`src/rtl/rtc_display_sel_pkg.sv`:
```
// Shared definitions for the RTC / user-entry display selector: FSM encoding,
// field index constants and small state helpers.
package rtc_display_sel_pkg;

    typedef enum logic [1:0] {
        StRun     = 2'b00,
        StArm     = 2'b01,
        StEditClk = 2'b10,
        StEditTmr = 2'b11
    } state_e;

    // Clock/date field indices within the clock group
    localparam int unsigned F_SEG  = 0;
    localparam int unsigned F_MIN  = 1;
    localparam int unsigned F_HORA = 2;
    localparam int unsigned F_DIA  = 3;
    localparam int unsigned F_MES  = 4;
    localparam int unsigned F_ANO  = 5;

    // Timer field indices within the timer group
    localparam int unsigned F_SEG_T  = 0;
    localparam int unsigned F_MIN_T  = 1;
    localparam int unsigned F_HORA_T = 2;

    function automatic logic is_edit(input state_e s);
        return (s == StEditClk) || (s == StEditTmr);
    endfunction

endpackage

```
`src/rtl/rtc_display_sel_blink_gen.sv`:
```
// Edit-cursor blink phase generator: toggles o_phase every BLINK_DIV enabled
// cycles; a clear request returns counter and phase to zero.
module blink_gen #(
    parameter int unsigned BLINK_DIV = 12500000
) (
    input  logic clk,
    input  logic reset,
    input  logic i_en,
    input  logic i_clr,
    output logic o_phase
);

    localparam int unsigned CntW = (BLINK_DIV > 1) ? $clog2(BLINK_DIV) : 1;
    localparam logic [CntW-1:0] CntMax = CntW'(BLINK_DIV - 1);

    logic [CntW-1:0] r_cnt;
    logic            r_phase;
    logic            w_wrap;

    assign w_wrap = (r_cnt == CntMax);

    // Clear wins over enable so a fresh edit always starts in the visible phase
    always_ff @(posedge clk or posedge reset) begin
        if (reset) begin
            r_cnt   <= '0;
            r_phase <= 1'b0;
        end else if (i_clr) begin
            r_cnt   <= '0;
            r_phase <= 1'b0;
        end else if (i_en) begin
            if (w_wrap) begin
                r_cnt   <= '0;
                r_phase <= ~r_phase;
            end else begin
                r_cnt <= r_cnt + 1'b1;
            end
        end
    end

    assign o_phase = r_phase;

endmodule

```
`src/rtl/rtc_display_sel.sv`:
```
// Selects between live RTC data, a frozen RTC snapshot and user-entry data for
// the VGA text renderer, with edit-cursor blanking and commit pulses.
module rtc_display_sel
    import rtc_display_sel_pkg::*;
#(
    parameter int unsigned DATA_W    = 8,
    parameter int unsigned N_CLK     = 6,
    parameter int unsigned N_TMR     = 3,
    parameter int unsigned BLINK_DIV = 12500000,
    parameter int unsigned CUR_W     = 3
) (
    input  logic                    clk,
    input  logic                    reset,
    input  logic                    i_en_cfg,
    input  logic                    i_sel_tmr,
    input  logic [CUR_W-1:0]        i_cursor,
    input  logic [N_CLK*DATA_W-1:0] i_usr_clk,
    input  logic [N_TMR*DATA_W-1:0] i_usr_tmr,
    input  logic [N_CLK*DATA_W-1:0] i_rtc_clk,
    input  logic [N_TMR*DATA_W-1:0] i_rtc_tmr,
    output logic [N_CLK*DATA_W-1:0] o_vga_clk,
    output logic [N_TMR*DATA_W-1:0] o_vga_tmr,
    output logic [N_CLK-1:0]        o_blank_clk,
    output logic [N_TMR-1:0]        o_blank_tmr,
    output logic                    o_configurate,
    output logic                    o_crono,
    output logic                    o_commit_clk,
    output logic                    o_commit_tmr
);

    state_e r_state;
    state_e w_state_nxt;

    logic [N_CLK*DATA_W-1:0] r_snap_clk;
    logic [N_TMR*DATA_W-1:0] r_snap_tmr;

    logic [N_CLK*DATA_W-1:0] w_vga_clk_nxt;
    logic [N_TMR*DATA_W-1:0] w_vga_tmr_nxt;
    logic [N_CLK-1:0]        w_blank_clk_nxt;
    logic [N_TMR-1:0]        w_blank_tmr_nxt;
    logic                    w_configurate_nxt;
    logic                    w_crono_nxt;
    logic                    w_commit_clk_nxt;
    logic                    w_commit_tmr_nxt;

    logic w_blink_en;
    logic w_blink_clr;
    logic w_phase;

    always_ff @(posedge clk or posedge reset) begin
        if (reset) begin
            r_state <= StRun;
        end else begin
            r_state <= w_state_nxt;
        end
    end

    // en_cfg is tested before sel_tmr in every edit state so an exit takes priority
    always_comb begin
        w_state_nxt       = StRun;
        w_configurate_nxt = 1'b0;
        w_crono_nxt       = 1'b0;
        w_commit_clk_nxt  = 1'b0;
        w_commit_tmr_nxt  = 1'b0;
        case (r_state)
            StRun: begin
                w_state_nxt = i_en_cfg ? StArm : StRun;
            end
            StArm: begin
                if (!i_en_cfg) begin
                    w_state_nxt = StRun;
                end else begin
                    w_state_nxt = i_sel_tmr ? StEditTmr : StEditClk;
                end
            end
            StEditClk: begin
                w_configurate_nxt = 1'b1;
                if (!i_en_cfg) begin
                    w_state_nxt      = StRun;
                    w_commit_clk_nxt = 1'b1;
                end else begin
                    w_state_nxt = i_sel_tmr ? StEditTmr : StEditClk;
                end
            end
            StEditTmr: begin
                w_configurate_nxt = 1'b1;
                w_crono_nxt       = 1'b1;
                if (!i_en_cfg) begin
                    w_state_nxt      = StRun;
                    w_commit_tmr_nxt = 1'b1;
                end else begin
                    w_state_nxt = i_sel_tmr ? StEditTmr : StEditClk;
                end
            end
            default: begin
                w_state_nxt = StRun;
            end
        endcase
    end

    // RTC values are frozen on the ARM cycle for display while the timer is edited
    always_ff @(posedge clk or posedge reset) begin
        if (reset) begin
            r_snap_clk <= '0;
            r_snap_tmr <= '0;
        end else if (r_state == StArm) begin
            r_snap_clk <= i_rtc_clk;
            r_snap_tmr <= i_rtc_tmr;
        end
    end

    assign w_blink_en  = is_edit(r_state);
    assign w_blink_clr = (w_state_nxt != r_state);

    blink_gen #(
        .BLINK_DIV(BLINK_DIV)
    ) u_blink_gen (
        .clk    (clk),
        .reset  (reset),
        .i_en   (w_blink_en),
        .i_clr  (w_blink_clr),
        .o_phase(w_phase)
    );

    for (genvar i = 0; i < N_CLK; i++) begin : g_clk_field
        logic [DATA_W-1:0] w_field;
        always_comb begin
            w_field = i_rtc_clk[i*DATA_W +: DATA_W];
            if (r_state == StEditClk) begin
                w_field = i_usr_clk[i*DATA_W +: DATA_W];
            end else if (r_state == StEditTmr) begin
                w_field = r_snap_clk[i*DATA_W +: DATA_W];
            end
        end
        assign w_vga_clk_nxt[i*DATA_W +: DATA_W] = w_field;
        assign w_blank_clk_nxt[i] = (r_state == StEditClk) && (i_cursor == CUR_W'(i)) && w_phase;
    end

    for (genvar i = 0; i < N_TMR; i++) begin : g_tmr_field
        logic [DATA_W-1:0] w_field;
        always_comb begin
            w_field = i_rtc_tmr[i*DATA_W +: DATA_W];
            if (r_state == StEditTmr) begin
                w_field = i_usr_tmr[i*DATA_W +: DATA_W];
            end
        end
        assign w_vga_tmr_nxt[i*DATA_W +: DATA_W] = w_field;
        assign w_blank_tmr_nxt[i] = (r_state == StEditTmr) && (i_cursor == CUR_W'(i)) && w_phase;
    end

    always_ff @(posedge clk or posedge reset) begin
        if (reset) begin
            o_vga_clk     <= '0;
            o_vga_tmr     <= '0;
            o_blank_clk   <= '0;
            o_blank_tmr   <= '0;
            o_configurate <= 1'b0;
            o_crono       <= 1'b0;
            o_commit_clk  <= 1'b0;
            o_commit_tmr  <= 1'b0;
        end else begin
            o_vga_clk     <= w_vga_clk_nxt;
            o_vga_tmr     <= w_vga_tmr_nxt;
            o_blank_clk   <= w_blank_clk_nxt;
            o_blank_tmr   <= w_blank_tmr_nxt;
            o_configurate <= w_configurate_nxt;
            o_crono       <= w_crono_nxt;
            o_commit_clk  <= w_commit_clk_nxt;
            o_commit_tmr  <= w_commit_tmr_nxt;
        end
    end

endmodule

```
`config.mk`:
```
export PLATFORM = sky130hd
export DESIGN_NAME = rtc_display_sel
export DESIGN_NICKNAME = d
export VERILOG_FILES = /design/src/rtl/rtc_display_sel_pkg.sv /design/src/rtl/rtc_display_sel_blink_gen.sv /design/src/rtl/rtc_display_sel.sv
export SDC_FILE = /design/constraint.sdc
export NUM_CORES = 1
export LEC_CHECK = 0
export ABC_AREA = 1
export CAP_MARGIN = 10
export CORE_ASPECT_RATIO = 1.5
export CORE_MARGIN = 4
export CORE_UTILIZATION = 35
export DETAILED_ROUTE_END_ITERATION = 12
export PLACE_DENSITY_LB_ADDON = 0.1
export SYNTH_ARGS = -nofsm -noshare
export SYNTH_HDL_FRONTEND = slang
export SYNTH_HIERARCHICAL = 1
export SYNTH_SLANG_ARGS = --single-unit
```
`constraint.sdc`:
```
create_clock -name clk -period 4.74 [get_ports clk]
set_input_delay 0.948 -clock clk [delete_from_list [all_inputs] [get_ports clk]]
set_output_delay 0.948 -clock clk [all_outputs]
set_load 0.03 [all_outputs]
```
Yosys cells after proc, flatten, opt, wreduce, memory -nomap -nowiden

Cells that the tools add are included.

Reductions and logical operators: 26
Equal/unequal tests: 10
$add $sub $neg: 1
Bitwise gates (word level): 1
Mux-type cells: 30

Operator list:

| kind                                           | number |
|---|---|
| 2-to-1 mux 8 bit                               | 15 |
| 2-to-1 mux 24 bit                              | 3 |
| adder 24 x 1 -> 24 bit (second input constant) | 1 |
| == test 24 bit (second input constant)         | 1 |
| logical AND 1 bit                              | 18 |
| 2-to-1 mux 1 bit                               | 10 |
| == test 3 x 2 -> 1 bit (second input constant) | 2 |
| == test 3 bit (second input constant)          | 2 |
| == test 2 bit (second input constant)          | 2 |
| one-hot mux 2 bit (2 select lines)             | 1 |
| nonzero test 2 bit                             | 2 |
| == test 3 x 1 -> 1 bit (second input constant) | 1 |
| zero test 3 bit                                | 1 |
| OR reduction 3 bit                             | 1 |
| == test 2 x 1 -> 1 bit (second input constant) | 1 |
| zero test 2 bit                                | 1 |
| 2-to-1 mux 2 bit                               | 1 |
| != test 2 bit                                  | 1 |
| AND reduction 2 bit                            | 1 |
| OR reduction 2 bit                             | 1 |
| logical OR 1 bit                               | 1 |
| inverter 1 bit                                 | 1 |

Register bits after elaboration: 160
Input port bits: 151
Logic and storage cells: 80
Output and inout bits: 85

Longest topological paths before layout

Depth after elaboration: 6
Gate-level depth with buffers: 15
Depth with buffers taken out: 14

Modules after synthesis

Netlist, hierarchy kept.

By module, submodules not included:

| module          | cells each | seq. area each (um2) | area an instance (um2) | times used |
|---|---|---|---|---|
| rtc_display_sel | 586        | 3378.2               | 5437.7                 | 1 |
| blink_gen       | 221        | 625.6                | 1569.0                 | 1 |

Worst setup path before layout

Ideal clock, no wire load.

Kind: input to register
Start point: in i_en_cfg
End point: reg u_blink_gen.r_cnt[9]
Stages on the path: 12
Arrival time: 2.043 ns
Data required time: 4.620 ns
Setup slack: 2.576 ns
Buffers on the path: 0
Setup time: 0.120 ns
Cell sequence: nand2_1 inv_1 nand2_1 nand3_1 nand3_1 nor2_4 inv_4 nand3_4 inv_1 nand2_1 xor2_1 nor2_2

Cells in the longest elaborated chain, start to end: 4
Elaborated cells between the ends (all ways): 6
Classes of those cells: eq/ne: 1; mux: 4; reduce/logical: 1

RTL lines:

| element                                                        | line                            | text |
|---|---|---|
| start, declared                                                | rtc_display_sel.sv:14           | `input logic i_en_cfg,` |
| 2-to-1 mux 2 bit / 2-to-1 mux 1 bit (equally long branches)    | --                              |  |
| one-hot mux 2 bit (2 select lines) (*)                         | rtc_display_sel.sv:65           | `case (r_state)` |
| != test 2 bit (*)                                              | rtc_display_sel.sv:113          | `assign w_blink_clr = (w_state_nxt != r_state);` |
| via w_blink_clr                                                | rtc_display_sel.sv:47           | `logic w_blink_clr;` |
| 2-to-1 mux 24 bit / nonzero test 2 bit (equally long branches) | --                              |  |
| end signal, assigned                                           | rtc_display_sel_blink_gen.sv:35 | `r_cnt <= r_cnt + 1'b1;` |
| end, declared                                                  | rtc_display_sel_blink_gen.sv:16 | `logic [CntW-1:0] r_cnt;` |

The timed path passes the listed nets; every way through them passes the cells marked *.
A chain may end at the register's enable or synchronous reset.

Worst setup path after layout

Start point: reg r_state[0]
End point: reg o_vga_clk[34]

Cells in the longest elaborated chain, start to end: 3
Elaborated cells between the ends (all ways): 4
Classes of those cells: eq/ne: 2; mux: 2

RTL lines:

| element                       | line                   | text |
|---|---|---|
| start, declared               | rtc_display_sel.sv:31  | `state_e r_state;` |
| start signal, assigned        | rtc_display_sel.sv:52  | `r_state <= StRun;` |
| start signal, assigned        | rtc_display_sel.sv:54  | `r_state <= w_state_nxt;` |
| == test 2 bit                 | rtc_display_sel.sv:131 | `end else if (r_state == StEditTmr) begin` |
| 2-to-1 mux 8 bit              | rtc_display_sel.sv:131 |  |
| 2-to-1 mux 8 bit (*)          | rtc_display_sel.sv:129 | `if (r_state == StEditClk) begin` |
| via g_clk_field[4].w_field[2] | rtc_display_sel.sv:126 | `logic [DATA_W-1:0] w_field;` |
| end signal, assigned          | rtc_display_sel.sv:162 | `o_vga_clk <= w_vga_clk_nxt;` |
| end, declared                 | rtc_display_sel.sv:21  | `output logic [N_CLK*DATA_W-1:0] o_vga_clk,` |

Marked as above.

==> flow_summary.json <==
{
  "outcome": "completed",
  "antenna_found_initial": 0,
  "cts_root_buf": "clkbuf_16",
  "rsz0062_at_grt": "false",
  "slew_headroom_pct": 32.28,
  "worst-setup-path-type": "reg2reg",
  "tightest_slew_ps": 1015,
  "vdd_ir_drop_max_mv": 0.1866,
  "crit_path_max_incr_delay_ps": 870,
  "fmax_mhz": 357.5,
  "final_common_cell": "nand2_1",
  "grt_pass1_vias": 5765,
  "drc": 0,
  "vias": 5999,
  "postCtsHoldBufs": 0,
  "tns_ps": 0,
  "first_pass_iters": 4,
  "cts.path.max_buffers": 2,
  "min_path_type": "reg2reg",
  "grt_use_total_pct": 18.44,
  "final.setup_skew_ps": 9.772,
  "cts_resized": 0,
  "ys_types": 29,
  "slew_viol_final": 0,
  "p_per_area_nw_per_um2": 411.4,
  "worstPathCellList": "nand2_4, inv_2, buf_4, nand2_1, o211ai_1",
  "crit_path_start_kind": "flop",
  "finalNetCount": 1184,
  "grt_max_degree": 93,
  "rows": 63,
  "grt_pass1_wl_um": 31600,
  "whs_ps": 469.3,
  "core_um2": 19710,
  "syn_inst": 807,
  "cts.sinks": 160,
  "dieArea_um2": 22390,
  "cts_setup_buffers": 0,
  "fin_crit_sh_pct": 59.02,
  "crit_slowest_cell": "dfrtp_1",
  "hold_viol_final": 0,
  "synth_enable_flop_cells": 0,
  "syn-num-nets": 959,
  "total_leakage_power_uw": 0.004584,
  "io_pins": 236,
  "cp-end-kind": "flop",
  "worstPathMaxFanout": 46,
  "dieHeight_um": 181.3,
  "port_buffers": 235,
  "worstPathRequired_ps": 5070,
  "finalWirelength_um": 20360,
  "drive_gt1_share_pct": 6.316,
  "period_needed_ps": 2797,
  "area_growth_syn_to_layout_pct": 43.64,
  "place.gp.congestion": 0.8256,
  "ant_nets": 0,
  "drt_iter0_drc": 437,
  "cpLargestDelayFamily": "buffers and inverters",
  "via_per_inst": 4.597,
  "syn_avg_cell_area_um2": 8.682,
  "path_clk_slew_ps": 60,
  "yosysSeqAreaShare_pct": 57.14,
  "numCtsBuffers": 17,
  "cap_violations": 0,
  "cp_num_buf_inv": 2,
  "ys_async_sr_fraction_pct": 100.0,
  "final_cell_mix": "310 x nand2_1, 235 x clkdlybuf4s50_1, 159 x dfrtp_1, 74 x inv_1, 49 x nor2_1",
  "overflow": 0,
  "dp_hpwl_um": 14620,
  "synth_seq_cells": 160,
  "start_util_pct": 35.56,
  "ys.flop_type": "dfrtp_1",
  "clock_latency_ps": 420,
  "yosysWarnings": 6,
  "h-tree-depth": 4,
  "cp.arrival_ps": 3130,
  "n_antenna_cell": 0,
  "synth_area_um2": 7007,
  "wl_per_cell_um": 15.60,
  "finalSetupViolCount": 0,
  "cts_tree": "done",
  "die_w_um": 123.5
}
[final timing paths]
path / start / end / slack [ps] / depth (start not counted)
setup reg to reg: r_state[0] / o_vga_clk[34] / 1940 / 5
max in group asynchronous: reset / r_snap_clk[39] / 2840 / 3
min in group asynchronous: reset / o_vga_clk[31] / 1120 / 2
setup / recovery: r_state[0] / o_vga_clk[34] / 1940 / 5
hold / removal: r_snap_clk[37] / r_snap_clk[37] / 470 / 2
hold reg to reg: r_snap_clk[37] / r_snap_clk[37] / 470 / 2
[worst register-to-register path, stage by stage (launching register included)]
cell and delay (ps):
dfrtp_1 870, nand2_4 420, inv_2 840, buf_4 390, nand2_1 80, o211ai_1 100
[stage by stage]
step	area (um2)	util (%)	cells	power, uW	setup slack [ps]
2_1_floorplan	7007	-	807	2408	180.9
3_3_place_gp	9492	48.17	1273	2837	1805
6_report	10060	51.07	1305	4140	1943
5_1_grt	10060	51.07	1305	4367	1702
3_5_place_dp	9492	48.17	1273	2850	1740
4_1_cts	10060	51.07	1305	4197	1917
[registers in the layout, indices dropped and copies added, names as in the netlist]
name                 cells
o_crono                  1
o_vga_tmr               24
o_blank_tmr              3
o_commit_tmr             1
o_commit_clk             1
o_blank_clk              6
u_blink_gen/r_cnt       24
r_snap_clk              48
u_blink_gen/o_phase      1
o_vga_clk               48
o_configurate            1
r_state                  2
[cells in the mapped netlist (5+ instances only)]
cell type | n | share of area [%]
nand3_1 | 46 | 3.3
nand4_1 | 7 | 0.62
xor2_1 | 6 | 0.75
nor2_1 | 49 | 2.6
nor2_2 | 12 | 1.1
buf_6 | 13 | 2.1
buf_2 | 7 | 0.50
o21ai_0 | 17 | 1.2
inv_1 | 75 | 4.0
dfrtp_1 | 160 | 57
nand2_1 | 310 | 17
o21ai_1 | 24 | 1.7
o211ai_1 | 37 | 4.0
clkbuf_1 | 10 | 0.54
buf_4 | 5 | 0.54
[power breakdown]
group          leakage, uW  total, uW  switching [uW]  internal (uW)
clock             0.000266       1330             583            746
combinational      0.00232       1050             618            432
sequential         0.00200       1760             133           1630
total              0.00458       4140            1330           2810
[per-layer routing]
layer / vias to the layer above / track usage (%) / wire, um
met5: - / 0 / 0
met1: 2828 / 21.98 / 7979
met2: 160 / 33.05 / 11100
met3: 23 / 3.790 / 990
met4: 0 / 5.233 / 284
li1: 2988 / - / -
[layout make-up]
| class | count | area, um2 |
|---|---|---|
| fillers | 1853 | 9642 |
| well taps | 260 | 325.3 |
| repair buffers | 241 | 2410 |
| clock inverters | 13 | 130.1 |
| inverters | 79 | 306.5 |
| flip-flops and latches | 160 | 4005 |
| clock buffers | 19 | 442.9 |
| multi-input cells | 533 | 2445 |
[kinds of logic (layout without fill, tap and decap cells)]
kind of cell,after synthesis,after routing,share of synthesized area [%]
DFF,160,160,57.14
adders and majority gates,1,1,0.1785
and+or+nand+nor,441,441,26.32
xor gates and xnor gates,10,10,1.250
AOI/OAI and AO/OA,81,81,7.143
buffers and inverters,114,352,7.964
(Power assumes the default switching activity.)
